<file path="src/rtl/bullet_pool_pkg.sv">
//------------------------------------------------------------------------------
// Module   : bullet_pool_pkg
// Purpose  : Shared display/sprite macros, lane tables, lane-mode codes and
//            small helpers used by the bullet pool, its interface and bench.
// Ports    : none (package)
// Revision : 1.0 - initial release
//------------------------------------------------------------------------------
`default_nettype none

`ifndef BULLET_POOL_DEFINES
`define BULLET_POOL_DEFINES
`define H_DISP              640
`define V_DISP              480
`define H_DISP_LEN          10
`define V_DISP_LEN          10
`define OBJ_X_POS_BIT_LEN   10
`define OBJ_Y_POS_BIT_LEN   10
`define COLOR_RGB_DEPTH     12
`define BULLET_SINGLE_COLOR 12'hFF0
`define BULLET_WIDTH        4
`define BULLET_HEIGHT       8
`define BULLET_MODE_SINGLE  2'd0
`define BULLET_MODE_DOUBLE  2'd1
`define BULLET_MODE_TRIPLE  2'd2
`endif

package bullet_pool_pkg;

  localparam int X_W    = `OBJ_X_POS_BIT_LEN;
  localparam int Y_W    = `OBJ_Y_POS_BIT_LEN;
  localparam int H_LEN  = `H_DISP_LEN;
  localparam int V_LEN  = `V_DISP_LEN;
  localparam int RGB_W  = `COLOR_RGB_DEPTH;
  localparam int H_DISP = `H_DISP;

  localparam logic [RGB_W-1:0] C_BULLET_COLOR = `BULLET_SINGLE_COLOR;

  // Spawn offsets relative to the plane position, [mode row][lane].
  // Negative y offsets wrap through the slot-width truncation.
  localparam int LANE_X_OFF [3][3] = '{'{14, 0, 0}, '{8, 20, 0}, '{2, 14, 26}};
  localparam int LANE_Y_OFF [3]    = '{0, 2, -4};

  typedef enum logic [1:0] {
    DRIFT_NONE  = 2'd0,
    DRIFT_LEFT  = 2'd1,
    DRIFT_RIGHT = 2'd2
  } drift_e;

  function automatic int lane_count(input logic [1:0] mode);
    case (mode)
      `BULLET_MODE_SINGLE: return 1;
      `BULLET_MODE_DOUBLE: return 2;
      default:             return 3;
    endcase
  endfunction

  // Mode 3 shares the triple-lane table row.
  function automatic int mode_row(input logic [1:0] mode);
    return (mode == 2'd3) ? 2 : int'(mode);
  endfunction

endpackage

`default_nettype wire

</file>
<file path="src/rtl/bullet_pool_if.sv">
//------------------------------------------------------------------------------
// Module   : bullet_pool_if
// Purpose  : Control, position, kill and pixel-query bundle of bullet_pool.
// Ports    : master drives tick/fire/mode/position/kill/query and receives
//            alpha/rgb/hit/alive/drop; slave is the bullet_pool side.
// Revision : 1.0 - initial release
//------------------------------------------------------------------------------
`default_nettype none

interface bullet_pool_if #(
  parameter int BULLET_NUM = 16,
  parameter int IDX_W      = $clog2(BULLET_NUM)
);
  logic                              tick_i;
  logic                              fire_en_i;
  logic [1:0]                        mode_i;
  logic [bullet_pool_pkg::X_W-1:0]   me_x_pos_i;
  logic [bullet_pool_pkg::Y_W-1:0]   me_y_pos_i;
  logic                              kill_valid_i;
  logic [IDX_W-1:0]                  kill_idx_i;
  logic [bullet_pool_pkg::H_LEN-1:0] req_x_addr_i;
  logic [bullet_pool_pkg::V_LEN-1:0] req_y_addr_i;
  logic                              vga_alpha_o;
  logic [bullet_pool_pkg::RGB_W-1:0] vga_rgb_o;
  logic [IDX_W-1:0]                  hit_idx_o;
  logic [IDX_W:0]                    alive_cnt_o;
  logic                              drop_o;

  modport master (
    output tick_i, fire_en_i, mode_i, me_x_pos_i, me_y_pos_i,
           kill_valid_i, kill_idx_i, req_x_addr_i, req_y_addr_i,
    input  vga_alpha_o, vga_rgb_o, hit_idx_o, alive_cnt_o, drop_o
  );

  modport slave (
    input  tick_i, fire_en_i, mode_i, me_x_pos_i, me_y_pos_i,
           kill_valid_i, kill_idx_i, req_x_addr_i, req_y_addr_i,
    output vga_alpha_o, vga_rgb_o, hit_idx_o, alive_cnt_o, drop_o
  );
endinterface

`default_nettype wire

</file>
<file path="src/rtl/bullet_pool_free_finder.sv">
//------------------------------------------------------------------------------
// Module   : bullet_free_finder
// Purpose  : Combinational search for the three lowest set bits of a free
//            vector, returned in ascending order with per-lane valid bits.
// Ports    : i_free  - 1 = slot free
//            o_idx   - [k] = k-th lowest free slot index
//            o_valid - [k] = o_idx[k] holds a real slot
// Revision : 1.0 - initial release
//------------------------------------------------------------------------------
`default_nettype none

module bullet_free_finder #(
  parameter int BULLET_NUM = 16,
  parameter int IDX_W      = $clog2(BULLET_NUM)
) (
  input  logic [BULLET_NUM-1:0]   i_free,
  output logic [2:0][IDX_W-1:0]   o_idx,
  output logic [2:0]              o_valid
);

  logic [BULLET_NUM-1:0] w_mask;
  logic [IDX_W-1:0]      w_pick;
  logic                  w_found;

  // Each pass takes the lowest remaining free bit and removes it, so lane k
  // always gets the k-th lowest free slot.
  always_comb begin
    w_mask  = i_free;
    o_idx   = '0;
    o_valid = '0;
    w_pick  = '0;
    w_found = 1'b0;
    for (int k = 0; k < 3; k++) begin
      w_pick  = '0;
      w_found = 1'b0;
      for (int i = BULLET_NUM - 1; i >= 0; i--) begin
        if (w_mask[i]) begin
          w_pick  = IDX_W'(i);
          w_found = 1'b1;
        end
      end
      o_idx[k]   = w_pick;
      o_valid[k] = w_found;
      if (w_found) w_mask[w_pick] = 1'b0;
    end
  end

endmodule

`default_nettype wire

</file>
<file path="src/rtl/bullet_pool.sv">
//------------------------------------------------------------------------------
// Module   : bullet_pool
// Purpose  : Pool of BULLET_NUM player bullets. Auto-fires 1..3 lanes every
//            FIRE_PERIOD cycles into the lowest free slots, moves bullets up
//            SPEED pixels per tick, retires on screen exit or kill, and answers
//            registered VGA pixel queries.
// Ports    : clk, rst (async, active-high)
//            bus (bullet_pool_if.slave): tick/fire/mode/plane position,
//            kill request, pixel query; alpha/rgb/hit index/alive count/drop.
// Options  : BULLET_POOL_SPREAD_EN - triple-mode outer lanes drift one pixel
//            sideways per tick and retire when leaving the visible width.
// Revision : 1.0 - initial release
//------------------------------------------------------------------------------
`default_nettype none

module bullet_pool
  import bullet_pool_pkg::*;
#(
  parameter int BULLET_NUM  = 16,
  parameter int IDX_W       = $clog2(BULLET_NUM),
  parameter int SPEED       = 5,
  parameter int FIRE_PERIOD = 62_500_000,
  parameter int BULLET_W    = `BULLET_WIDTH,
  parameter int BULLET_H    = `BULLET_HEIGHT
) (
  input  logic         clk,
  input  logic         rst,
  bullet_pool_if.slave bus
);

  localparam int CNT_W   = (FIRE_PERIOD > 1) ? $clog2(FIRE_PERIOD) : 1;
  localparam int ALIVE_W = IDX_W + 1;
  // One extra bit so x+W / y+H never wraps at the right or bottom edge.
  localparam int XC_W    = ((X_W > H_LEN) ? X_W : H_LEN) + 1;
  localparam int YC_W    = ((Y_W > V_LEN) ? Y_W : V_LEN) + 1;

  logic [CNT_W-1:0]      r_fire_cnt;
  logic [BULLET_NUM-1:0] r_visible;
  logic [X_W-1:0]        r_x [BULLET_NUM];
  logic [Y_W-1:0]        r_y [BULLET_NUM];
  logic                  r_alpha;
  logic [RGB_W-1:0]      r_rgb;
  logic [IDX_W-1:0]      r_hit;
  logic [ALIVE_W-1:0]    r_alive;
  logic                  r_drop;

  logic                  w_wrap;
  logic                  w_fire;
  logic [2:0][IDX_W-1:0] w_free_idx;
  logic [2:0]            w_free_valid;
  int                    w_lanes;
  int                    w_row;
  logic [BULLET_NUM-1:0] w_load;
  logic [X_W-1:0]        w_spawn_x [BULLET_NUM];
  logic [Y_W-1:0]        w_spawn_y [BULLET_NUM];
  logic                  w_drop;
  logic [BULLET_NUM-1:0] w_retire;
  logic [X_W-1:0]        w_next_x [BULLET_NUM];
  logic                  w_alpha;
  logic [IDX_W-1:0]      w_hit;
  logic [ALIVE_W-1:0]    w_pop;
`ifdef BULLET_POOL_SPREAD_EN
  drift_e                r_drift [BULLET_NUM];
  drift_e                w_spawn_drift [BULLET_NUM];
`endif

  // Fire timer: held at 0 while disabled, fires on the wrap cycle.
  assign w_wrap = (r_fire_cnt == CNT_W'(FIRE_PERIOD - 1));
  assign w_fire = bus.fire_en_i && w_wrap;

  always_ff @(posedge clk or posedge rst) begin
    if (rst)                            r_fire_cnt <= '0;
    else if (!bus.fire_en_i || w_wrap)  r_fire_cnt <= '0;
    else                                r_fire_cnt <= r_fire_cnt + CNT_W'(1);
  end

  // Free set comes from the registered vector only: a slot retired this
  // cycle is not reused until the next one.
  bullet_free_finder #(.BULLET_NUM(BULLET_NUM), .IDX_W(IDX_W)) u_finder (
    .i_free  (~r_visible),
    .o_idx   (w_free_idx),
    .o_valid (w_free_valid)
  );

  // Lane allocation; missing free slots drop the trailing lanes.
  always_comb begin
    w_lanes = lane_count(bus.mode_i);
    w_row   = mode_row(bus.mode_i);
    w_load  = '0;
    w_drop  = 1'b0;
    for (int i = 0; i < BULLET_NUM; i++) begin
      w_spawn_x[i] = '0;
      w_spawn_y[i] = '0;
`ifdef BULLET_POOL_SPREAD_EN
      w_spawn_drift[i] = DRIFT_NONE;
`endif
    end
    for (int k = 0; k < 3; k++) begin
      if (w_fire && (k < w_lanes)) begin
        if (w_free_valid[k]) begin
          w_load[w_free_idx[k]]    = 1'b1;
          w_spawn_x[w_free_idx[k]] = bus.me_x_pos_i + X_W'(LANE_X_OFF[w_row][k]);
          w_spawn_y[w_free_idx[k]] = bus.me_y_pos_i + Y_W'(LANE_Y_OFF[w_row]);
`ifdef BULLET_POOL_SPREAD_EN
          if (w_row == 2 && k == 0) w_spawn_drift[w_free_idx[k]] = DRIFT_LEFT;
          if (w_row == 2 && k == 2) w_spawn_drift[w_free_idx[k]] = DRIFT_RIGHT;
`endif
        end else begin
          w_drop = 1'b1;
        end
      end
    end
  end

  // Per-slot tick outcome: retire flag and next x.
  always_comb begin
    for (int i = 0; i < BULLET_NUM; i++) begin
      w_retire[i] = (r_y[i] < Y_W'(SPEED));
      w_next_x[i] = r_x[i];
`ifdef BULLET_POOL_SPREAD_EN
      if (r_drift[i] == DRIFT_LEFT) begin
        if (r_x[i] == '0) w_retire[i] = 1'b1;
        else              w_next_x[i] = r_x[i] - X_W'(1);
      end else if (r_drift[i] == DRIFT_RIGHT) begin
        if (r_x[i] >= X_W'(H_DISP - 1)) w_retire[i] = 1'b1;
        else                            w_next_x[i] = r_x[i] + X_W'(1);
      end
`endif
    end
  end

  // Slot state; per-slot priority is kill, then spawn, then tick movement.
  always_ff @(posedge clk or posedge rst) begin
    if (rst) begin
      r_visible <= '0;
      for (int i = 0; i < BULLET_NUM; i++) begin
        r_x[i] <= '0;
        r_y[i] <= '0;
      end
    end else begin
      for (int i = 0; i < BULLET_NUM; i++) begin
        if (bus.kill_valid_i && (bus.kill_idx_i == IDX_W'(i))) begin
          r_visible[i] <= 1'b0;
        end else if (w_load[i]) begin
          r_visible[i] <= 1'b1;
          r_x[i]       <= w_spawn_x[i];
          r_y[i]       <= w_spawn_y[i];
        end else if (bus.tick_i && r_visible[i]) begin
          if (w_retire[i]) begin
            r_visible[i] <= 1'b0;
          end else begin
            r_y[i] <= r_y[i] - Y_W'(SPEED);
            r_x[i] <= w_next_x[i];
          end
        end
      end
    end
  end

`ifdef BULLET_POOL_SPREAD_EN
  always_ff @(posedge clk or posedge rst) begin
    if (rst) begin
      for (int i = 0; i < BULLET_NUM; i++) r_drift[i] <= DRIFT_NONE;
    end else begin
      for (int i = 0; i < BULLET_NUM; i++)
        if (w_load[i]) r_drift[i] <= w_spawn_drift[i];
    end
  end
`endif

  // Pixel cover test; descending scan leaves the lowest covering index.
  always_comb begin
    w_alpha = 1'b0;
    w_hit   = '0;
    for (int i = BULLET_NUM - 1; i >= 0; i--) begin
      if (r_visible[i]
          && (XC_W'(r_x[i]) <= XC_W'(bus.req_x_addr_i))
          && (XC_W'(bus.req_x_addr_i) < XC_W'(r_x[i]) + XC_W'(BULLET_W))
          && (YC_W'(r_y[i]) <= YC_W'(bus.req_y_addr_i))
          && (YC_W'(bus.req_y_addr_i) < YC_W'(r_y[i]) + YC_W'(BULLET_H))) begin
        w_alpha = 1'b1;
        w_hit   = IDX_W'(i);
      end
    end
  end

  always_comb begin
    w_pop = '0;
    for (int i = 0; i < BULLET_NUM; i++) w_pop = w_pop + ALIVE_W'(r_visible[i]);
  end

  always_ff @(posedge clk or posedge rst) begin
    if (rst) begin
      r_alpha <= 1'b0;
      r_rgb   <= C_BULLET_COLOR;
      r_hit   <= '0;
      r_alive <= '0;
      r_drop  <= 1'b0;
    end else begin
      r_alpha <= w_alpha;
      r_rgb   <= C_BULLET_COLOR;
      r_hit   <= w_hit;
      r_alive <= w_pop;
      r_drop  <= w_drop;
    end
  end

  assign bus.vga_alpha_o = r_alpha;
  assign bus.vga_rgb_o   = r_rgb;
  assign bus.hit_idx_o   = r_hit;
  assign bus.alive_cnt_o = r_alive;
  assign bus.drop_o      = r_drop;

endmodule

`default_nettype wire
</file>
<file path="src/flat_wrapper.sv">
// flat-port wrapper written by rule: the top's interface ports become plain ports
module bullet_pool_flat import bullet_pool_pkg::*;
#(
  parameter int BULLET_NUM  = 16,
  parameter int IDX_W       = $clog2(BULLET_NUM),
  parameter int SPEED       = 5,
  parameter int FIRE_PERIOD = 62_500_000,
  parameter int BULLET_W    = `BULLET_WIDTH,
  parameter int BULLET_H    = `BULLET_HEIGHT
)
  (clk, rst, bus_tick_i, bus_fire_en_i, bus_mode_i, bus_me_x_pos_i, bus_me_y_pos_i, bus_kill_valid_i, bus_kill_idx_i, bus_req_x_addr_i, bus_req_y_addr_i, bus_vga_alpha_o, bus_vga_rgb_o, bus_hit_idx_o, bus_alive_cnt_o, bus_drop_o);
  bullet_pool_if #(.BULLET_NUM(BULLET_NUM), .IDX_W(IDX_W)) bus_i ();
  input  logic clk;
  input  logic rst;
  input wire logic [$bits(bus_i.tick_i)-1:0] bus_tick_i;
  input wire logic [$bits(bus_i.fire_en_i)-1:0] bus_fire_en_i;
  input wire logic [$bits(bus_i.mode_i)-1:0] bus_mode_i;
  input wire logic [$bits(bus_i.me_x_pos_i)-1:0] bus_me_x_pos_i;
  input wire logic [$bits(bus_i.me_y_pos_i)-1:0] bus_me_y_pos_i;
  input wire logic [$bits(bus_i.kill_valid_i)-1:0] bus_kill_valid_i;
  input wire logic [$bits(bus_i.kill_idx_i)-1:0] bus_kill_idx_i;
  input wire logic [$bits(bus_i.req_x_addr_i)-1:0] bus_req_x_addr_i;
  input wire logic [$bits(bus_i.req_y_addr_i)-1:0] bus_req_y_addr_i;
  output wire logic [$bits(bus_i.vga_alpha_o)-1:0] bus_vga_alpha_o;
  output wire logic [$bits(bus_i.vga_rgb_o)-1:0] bus_vga_rgb_o;
  output wire logic [$bits(bus_i.hit_idx_o)-1:0] bus_hit_idx_o;
  output wire logic [$bits(bus_i.alive_cnt_o)-1:0] bus_alive_cnt_o;
  output wire logic [$bits(bus_i.drop_o)-1:0] bus_drop_o;
  assign bus_i.tick_i = bus_tick_i;
  assign bus_i.fire_en_i = bus_fire_en_i;
  assign bus_i.mode_i = bus_mode_i;
  assign bus_i.me_x_pos_i = bus_me_x_pos_i;
  assign bus_i.me_y_pos_i = bus_me_y_pos_i;
  assign bus_i.kill_valid_i = bus_kill_valid_i;
  assign bus_i.kill_idx_i = bus_kill_idx_i;
  assign bus_i.req_x_addr_i = bus_req_x_addr_i;
  assign bus_i.req_y_addr_i = bus_req_y_addr_i;
  assign bus_vga_alpha_o = bus_i.vga_alpha_o;
  assign bus_vga_rgb_o = bus_i.vga_rgb_o;
  assign bus_hit_idx_o = bus_i.hit_idx_o;
  assign bus_alive_cnt_o = bus_i.alive_cnt_o;
  assign bus_drop_o = bus_i.drop_o;
  bullet_pool #(.BULLET_NUM(BULLET_NUM), .IDX_W(IDX_W), .SPEED(SPEED), .FIRE_PERIOD(FIRE_PERIOD), .BULLET_W(BULLET_W), .BULLET_H(BULLET_H)) u_core (.clk(clk), .rst(rst), .bus(bus_i));
endmodule
</file>
<file path="config.mk">
export PLATFORM = sky130hd
export DESIGN_NAME = bullet_pool_flat
export DESIGN_NICKNAME = d
export VERILOG_FILES = /design/src/rtl/bullet_pool_pkg.sv /design/src/rtl/bullet_pool_if.sv /design/src/rtl/bullet_pool_free_finder.sv /design/src/rtl/bullet_pool.sv /design/src/flat_wrapper.sv
export SDC_FILE = /design/constraint.sdc
export NUM_CORES = 2
export LEC_CHECK = 0
export CORE_ASPECT_RATIO = 0.7
export CORE_UTILIZATION = 60
export CTS_CLUSTER_SIZE = 25
export DETAILED_ROUTE_END_ITERATION = 10
export GPL_TIMING_DRIVEN = 0
export PLACE_DENSITY = 0.77
export REMOVE_ABC_BUFFERS = 1
export SYNTH_ARGS = -nofsm -noshare
export SYNTH_HDL_FRONTEND = slang
export SYNTH_HIERARCHICAL = 1
export SYNTH_SLANG_ARGS = --single-unit
</file>
<file path="constraint.sdc">
create_clock -name clk -period 16.37 [get_ports clk]
set_input_delay 2.4555 -clock clk [delete_from_list [all_inputs] [get_ports clk]]
set_output_delay 2.4555 -clock clk [all_outputs]
set_load 0.01 [all_outputs]
</file>
* Word level (Yosys, flattened, before mapping) *
Index checks and enable logic that the tools add are counted.

cells by class
  $add $sub $neg = 68
  magnitude comparators = 96
  eq/ne operators = 34
  mux-type cells = 291
  bitwise operators = 29
  reduce and logical (&&, ||, !) cells = 206

operator list
  operator                 number
  $mux W160                12
  $bwmux W160              4
  $mux W10                 53
  $lt A10 B11 Y1           32
  $and A160 B160 Y160      2
  $le A10 B10 Y1           32
  $mux W4                  64
  $bmux W96 S2             1
  $add A10 B3 Y11 const B  16
  $add A10 B4 Y11 const B  16
  $lt A10 B3 Y1 const B    16
  $sub A10 B3 Y10 const B  16
  $mux W74                 2
  $mux W1                  137
  $mux W16                 8
  $demux W10 S4            3
  $logic_and A1 B1 Y1      106
  $reduce_bool A3 Y1       32
  $add A5 B1 Y5            14
  $bmux W32 S2             1
  $reduce_and A2 Y1        32
  $not A16 Y16             3
  $reduce_and A3 Y1        16
  $add A10 B10 Y10         4
  other kinds (31)         102

word-level totals
  bits in registers = 373
  output and inout bits = 23
  word-level logic and storage cells = 777

* Logic depth before layout (Yosys ltp) *
  depth in word-level cells = 72
  gate-level depth with buffers = 26
  gate-level depth less buffers = 21

* Hierarchy *
Netlist, hierarchy kept.

by module, submodules not included
  module              times used  cells an instance  area each (um^2)  sequential area each (um^2)
  bullet_pool         1           4,959              40,420.0          9,334.0
  bullet_free_finder  1           194                1,277.5           0.0

* Least setup slack after synthesis *
OpenSTA, ideal clock, no wires.

  path type = input to register
  start = input port bus_req_x_addr_i[3]
  end = register u_core.r_hit[1] (netlist: u_core/bus.hit_idx_o[1])
  library setup time = 88 ps
  arrival time = 5,206 ps
  data required time = 16,282 ps
  slack = 11,076 ps
  cell stages on the path = 10
  path buffers = 0
  path through = inv_1 > ha_1 > a21o_1 > a21o_1 > a2111oi_0 > nor3b_1 > nor4b_1 > a311oi_1 > or4b_2 > a41oi_1

between the ends
  cells in the longest elaborated chain, start to end = 21
  elaborated cells between the ends (all ways) = 112

RTL lines
  element                line                source
  from (decl)            flat_wrapper.sv:22  input wire logic [$bits(bus_i.req_x_addr_i)-1:0] bus_req_x_addr_i;
  $le A10 B10 Y1         bullet_pool.sv:177  && (XC_W'(r_x[i]) <= XC_W'(bus.req_x_addr_i))
  $logic_and A1 B1 Y1    bullet_pool.sv:177
  $logic_and A1 B1 Y1    bullet_pool.sv:178  && (XC_W'(bus.req_x_addr_i) < XC_W'(r_x[i]) + XC_W'(BULLET_W))
  $logic_and A1 B1 Y1    bullet_pool.sv:179  && (YC_W'(r_y[i]) <= YC_W'(bus.req_y_addr_i))
  $logic_and A1 B1 Y1    bullet_pool.sv:180  && (YC_W'(bus.req_y_addr_i) < YC_W'(r_y[i]) + YC_W'(BULLET_H))) begin
  $mux W4 (15 in a row)  bullet_pool.sv:176  if (r_visible[i]
  $mux W4 *              bullet_pool.sv:176
  via u_core.w_hit[1]    bullet_pool.sv:60   logic [IDX_W-1:0] w_hit;
  to (signal assigned)   bullet_pool.sv:202  r_hit <= w_hit;
  to (decl)              bullet_pool.sv:43   logic [IDX_W-1:0] r_hit;

The timed path passes the listed nets; every way through them passes the cells marked *.
A chain may end at the register's enable or synchronous reset.

==> tab_implementation.tex <==
\begin{tabular}{lr}
\hline
Metric & Value \\
\hline
\multicolumn{2}{l}{\textbf{Run status}} \\
\quad Result of the run & finished, violations left \\
\quad Violated checks & capacitance limit, slew limit \\
\multicolumn{2}{l}{\textbf{Setup path}} \\
\quad Worst Setup Start Kind & register \\
\quad Crit Path Class & register to register \\
\quad Required arrival time at the worst endpoint & 16900 ps \\
\quad Worst Path Arrival & 9070 ps \\
\quad Largest driver fanout on the critical path & 20 \\
\quad Crit end category & register \\
\multicolumn{2}{l}{\textbf{Route}} \\
\quad Initial DRC Count & 6344 \\
\quad DRC viols & 0 \\
\quad Vias per cell & 6.96 \\
\quad Count of vias placed by the detailed router & 41800 \\
\quad Wire length reported by the detailed router & 153 mm \\
\quad Post-detailed-route count of antenna-violating nets & 0 \\
\quad Drt first pass iters & 6 \\
\quad Per-cell routed wire length & 25.5 um \\
\multicolumn{2}{l}{\textbf{Yosys}} \\
\quad Cell type with the largest total area after synthesis & dfrtp\_1 \\
\quad Synth Cell Area & 41700 sq um \\
\quad Most common library cells after synthesis & 727 x ha\_1, 550 x nand2\_1, 459 x a21oi\_1 \\
\quad Top FF cell, synth & dfrtp\_1 \\
\quad Sequential cell area fraction in the yosys report & 22.4\% \\
\quad Leading cell type by number of instances after synthesis & ha\_1 \\
\quad Top cells by area, synth & dfrtp\_1 22\%, ha\_1 22\%, a21oi\_1 5.5\% \\
\quad Warnings from Yosys & 6 \\
\quad EDFF count, synth & 0 \\
\quad Fraction of synthesized cell area taken by the top area cell type & 22.4\% \\
\quad Average cell area after synthesis & 8.09 sq um \\
\quad Count of distinct cell types in the synthesized netlist & 116 \\
\quad Synthesized instance count & 5153 \\
\quad Async set-reset flop share out of synthesis & 100\% \\
\quad FF+latch count, synth & 373 \\
\multicolumn{2}{l}{\textbf{Job}} \\
\quad Max Cap Viol & 3 \\
\multicolumn{2}{l}{\textbf{Finish}} \\
\quad Growth of design area from synthesis to finish & 7.41\% \\
\quad Number of nets in the layout & 5855 \\
\quad Total area of multi-input combinational cells & 30500 sq um \\
\quad Sequential standard cell area & 9330 sq um \\
\quad Number of fillers in the final layout & 5795 \\
\quad Share of the core filled with cells in the final layout & 65.4\% \\
\quad Number of inserted diodes & 0 \\
\quad Share of cells above drive strength 1 & 5.34\% \\
\multicolumn{2}{l}{\textbf{Timing}} \\
\quad Total negative slack for setup checks & 0 ps \\
\quad Final Hold Fails & 0 \\
\quad Setup Viol. Count Final & 0 \\
\quad Worst slew slack as a fraction of its limit & -6.39\% \\
\quad Final worst-path cycle share & 52.2\% \\
\quad Slew Viols, Final & 41 \\
\quad Worst slew pin tran & 1570 ps \\
\quad Post-route minimum period & 8540 ps \\
\quad Fin Hold WS & 453 ps \\
\quad RSZ-0062 raised after global routing & false \\
\quad Final worst clock skew & 28.7 ps \\
\quad Highest clock frequency the design can meet & 117 MHz \\
\multicolumn{2}{l}{\textbf{Global routing}} \\
\quad Global-route wire length before repair & 229 mm \\
\quad Total grt overflow & 0 \\
\quad Global-route total usage across every layer & 42.5\% \\
\quad Largest net degree at the start of global routing & 92 \\
\quad Number of antenna violations at the first check in global routing & 4 \\
\quad Via count of the first global-routing pass & 38000 \\
\multicolumn{2}{l}{\textbf{Place}} \\
\quad Detailed placer's ending HPWL & 108 mm \\
\quad Gp weighted congestion & 1.05 \\
\quad Port bufs & 61 \\
\multicolumn{2}{l}{\textbf{CTS}} \\
\quad CTS Buffer Depth & 3 \\
\quad Clock latency on the worst-skew pair & 620 ps \\
\quad Number of buffers inserted during clock tree synthesis & 44 \\
\quad CTS sink cnt & 373 \\
\quad Buffer type at the clock tree root & clkbuf\_16 \\
\quad H-tree depth & 2 \\
\quad Clock slew at the register clock pins of the worst setup and hold paths & 60 ps \\
\quad TritonCTS clock tree & done \\
\quad Post-CTS setup buffers & 0 \\
\quad Number of buffers added to fix hold violations after cts & 0 \\
\quad Cells resized by post-CTS repair & 0 \\
\multicolumn{2}{l}{\textbf{Floorplanning}} \\
\quad Die ar. & 70600 sq um \\
\quad Placeable Area & 68500 sq um \\
\quad Die width & 317 um \\
\quad Cell Rows & 80 \\
\quad Number of I/O pins & 74 \\
\quad Starting density of the core & 60.9\% \\
\quad Die height & 223 um \\
\multicolumn{2}{l}{\textbf{Power}} \\
\quad Overall power of the completed layout & 2.48 mW \\
\quad Leakage power of the design & 20.7 nW \\
\quad Ratio of total power to cell area & 55.4 nW/um\^{}2 \\
\quad Maximum vdd drop & 0.0991 mV \\
\multicolumn{2}{l}{\textbf{Hold path}} \\
\quad Kind of path behind the tightest hold check & register to register \\
\hline
\end{tabular}
## cell families after synthesis
family / after synthesis / share of synthesized area [%]
simple gates: 1686 / 20.0
compound gates: 1577 / 24.7
fa+ha+maj: 742 / 22.5
buf+inv: 532 / 5.27
flops: 373 / 22.4
xor+xnor: 228 / 4.79
mux: 13 / 0.318
other cells: 2 / 0.0180
## per-layer routing
metal	vias to the layer above	global-route usage [%]	routed length (um)
met1	19700	60.4	63600
li1	18800	-	-
met5	-	0	64
met3	473	13.0	21600
met4	6	17.2	6770
met2	2738	59.3	61000
## flip-flops by register name, indices dropped and copies added, names as in the netlist
register                count
u_core/r_visible           16
u_core/r_y                160
u_core/bus.drop_o           1
u_core/bus.hit_idx_o        4
u_core/bus.vga_alpha_o      1
u_core/r_x                160
u_core/bus.alive_cnt_o      5
u_core/r_fire_cnt          26
## area by class of cell
cell class	count	share of cell area, %
sequential	373	20.8
multi-input combinational	4258	68.1
tap	902	2.52
timing repair buffer	102	2.66
clock buffer	64	2.97
inverter	285	2.41
clock inverter	15	0.492
## worst max-delay path: stages (launching register included)
cell and delay, ps:
dfrtp_1 650, inv_1 310, or4_4 640, or4_1 470
or2_2 310, a41oi_1 280, and2_1 230, nor2b_1 690
inv_1 410, o22ai_1 350, nor3_2 80, nor3_1 790
nand2b_1 260, nor2_1 230, nand2_1 380, and3_1 620
a21oi_1 1220, o21ai_0 270, a22oi_1 210
## power breakdown
group	switching [mW]	internal [mW]	total [mW]
Sequential	0.000427	0.922	0.923
Clock	0.447	0.642	1.09
Combinational	0.337	0.132	0.469
Total	0.784	1.70	2.48
## final timing paths
path                                       from                        end  slack [ps]  cells past startpoint
setup / recovery            u_core/r_visible[1]             u_core/r_y[73]        7830                     18
hold / removal             u_core/r_fire_cnt[0]       u_core/r_fire_cnt[0]         450                      1
setup reg to reg            u_core/r_visible[1]             u_core/r_y[73]        7830                     18
hold reg to reg            u_core/r_fire_cnt[0]       u_core/r_fire_cnt[0]         450                      1
max in group asynchronous                   rst  u_core/bus.alive_cnt_o[3]       12570                      5
min in group asynchronous                   rst          u_core/bus.drop_o        2250                      2
## cell usage in the layout (no fill, tap or decap), drive strengths merged, types with 12 or more instances in the layout
cell	synthesis	layout
and3	67	67
nor2b	63	63
and4	17	17
a211oi	44	44
a21oi	470	470
a22oi	25	25
and2	21	21
xor2	129	129
nand4	89	89
o2111ai	17	17
a21o	85	85
xnor2	99	99
a41oi	18	18
o221ai	134	134
fa	13	13
nand2	550	550
conb	2	12
a31oi	28	28
or4	26	26
nor4	17	17
or3	58	58
a211o	18	18
o31ai	26	26
nor3	64	64
or2	20	20
clkbuf	164	65
nand3	296	296
o211ai	170	170
o22ai	20	20
dfrtp	373	373
a2111oi	16	16
o21ai	356	356
ha	727	727
buf	83	59
nand2b	48	48
nor2	312	312
clkdlybuf4s50	0	42
inv	285	286
o21a	46	46
## metrics by stage
step | cells | instance area, sq um | worst slack [ps]
2_1_floorplan | 4916 | 40600 | 3560
3_3_place_gp | 5879 | 42300 | -1650
3_5_place_dp | 5918 | 43200 | 7480
4_1_cts | 5997 | 44700 | 8050
5_1_grt | 5999 | 44800 | 7410
6_report | 5999 | 44800 | 7830
Note: power is estimated with default switching activity, not from simulation.
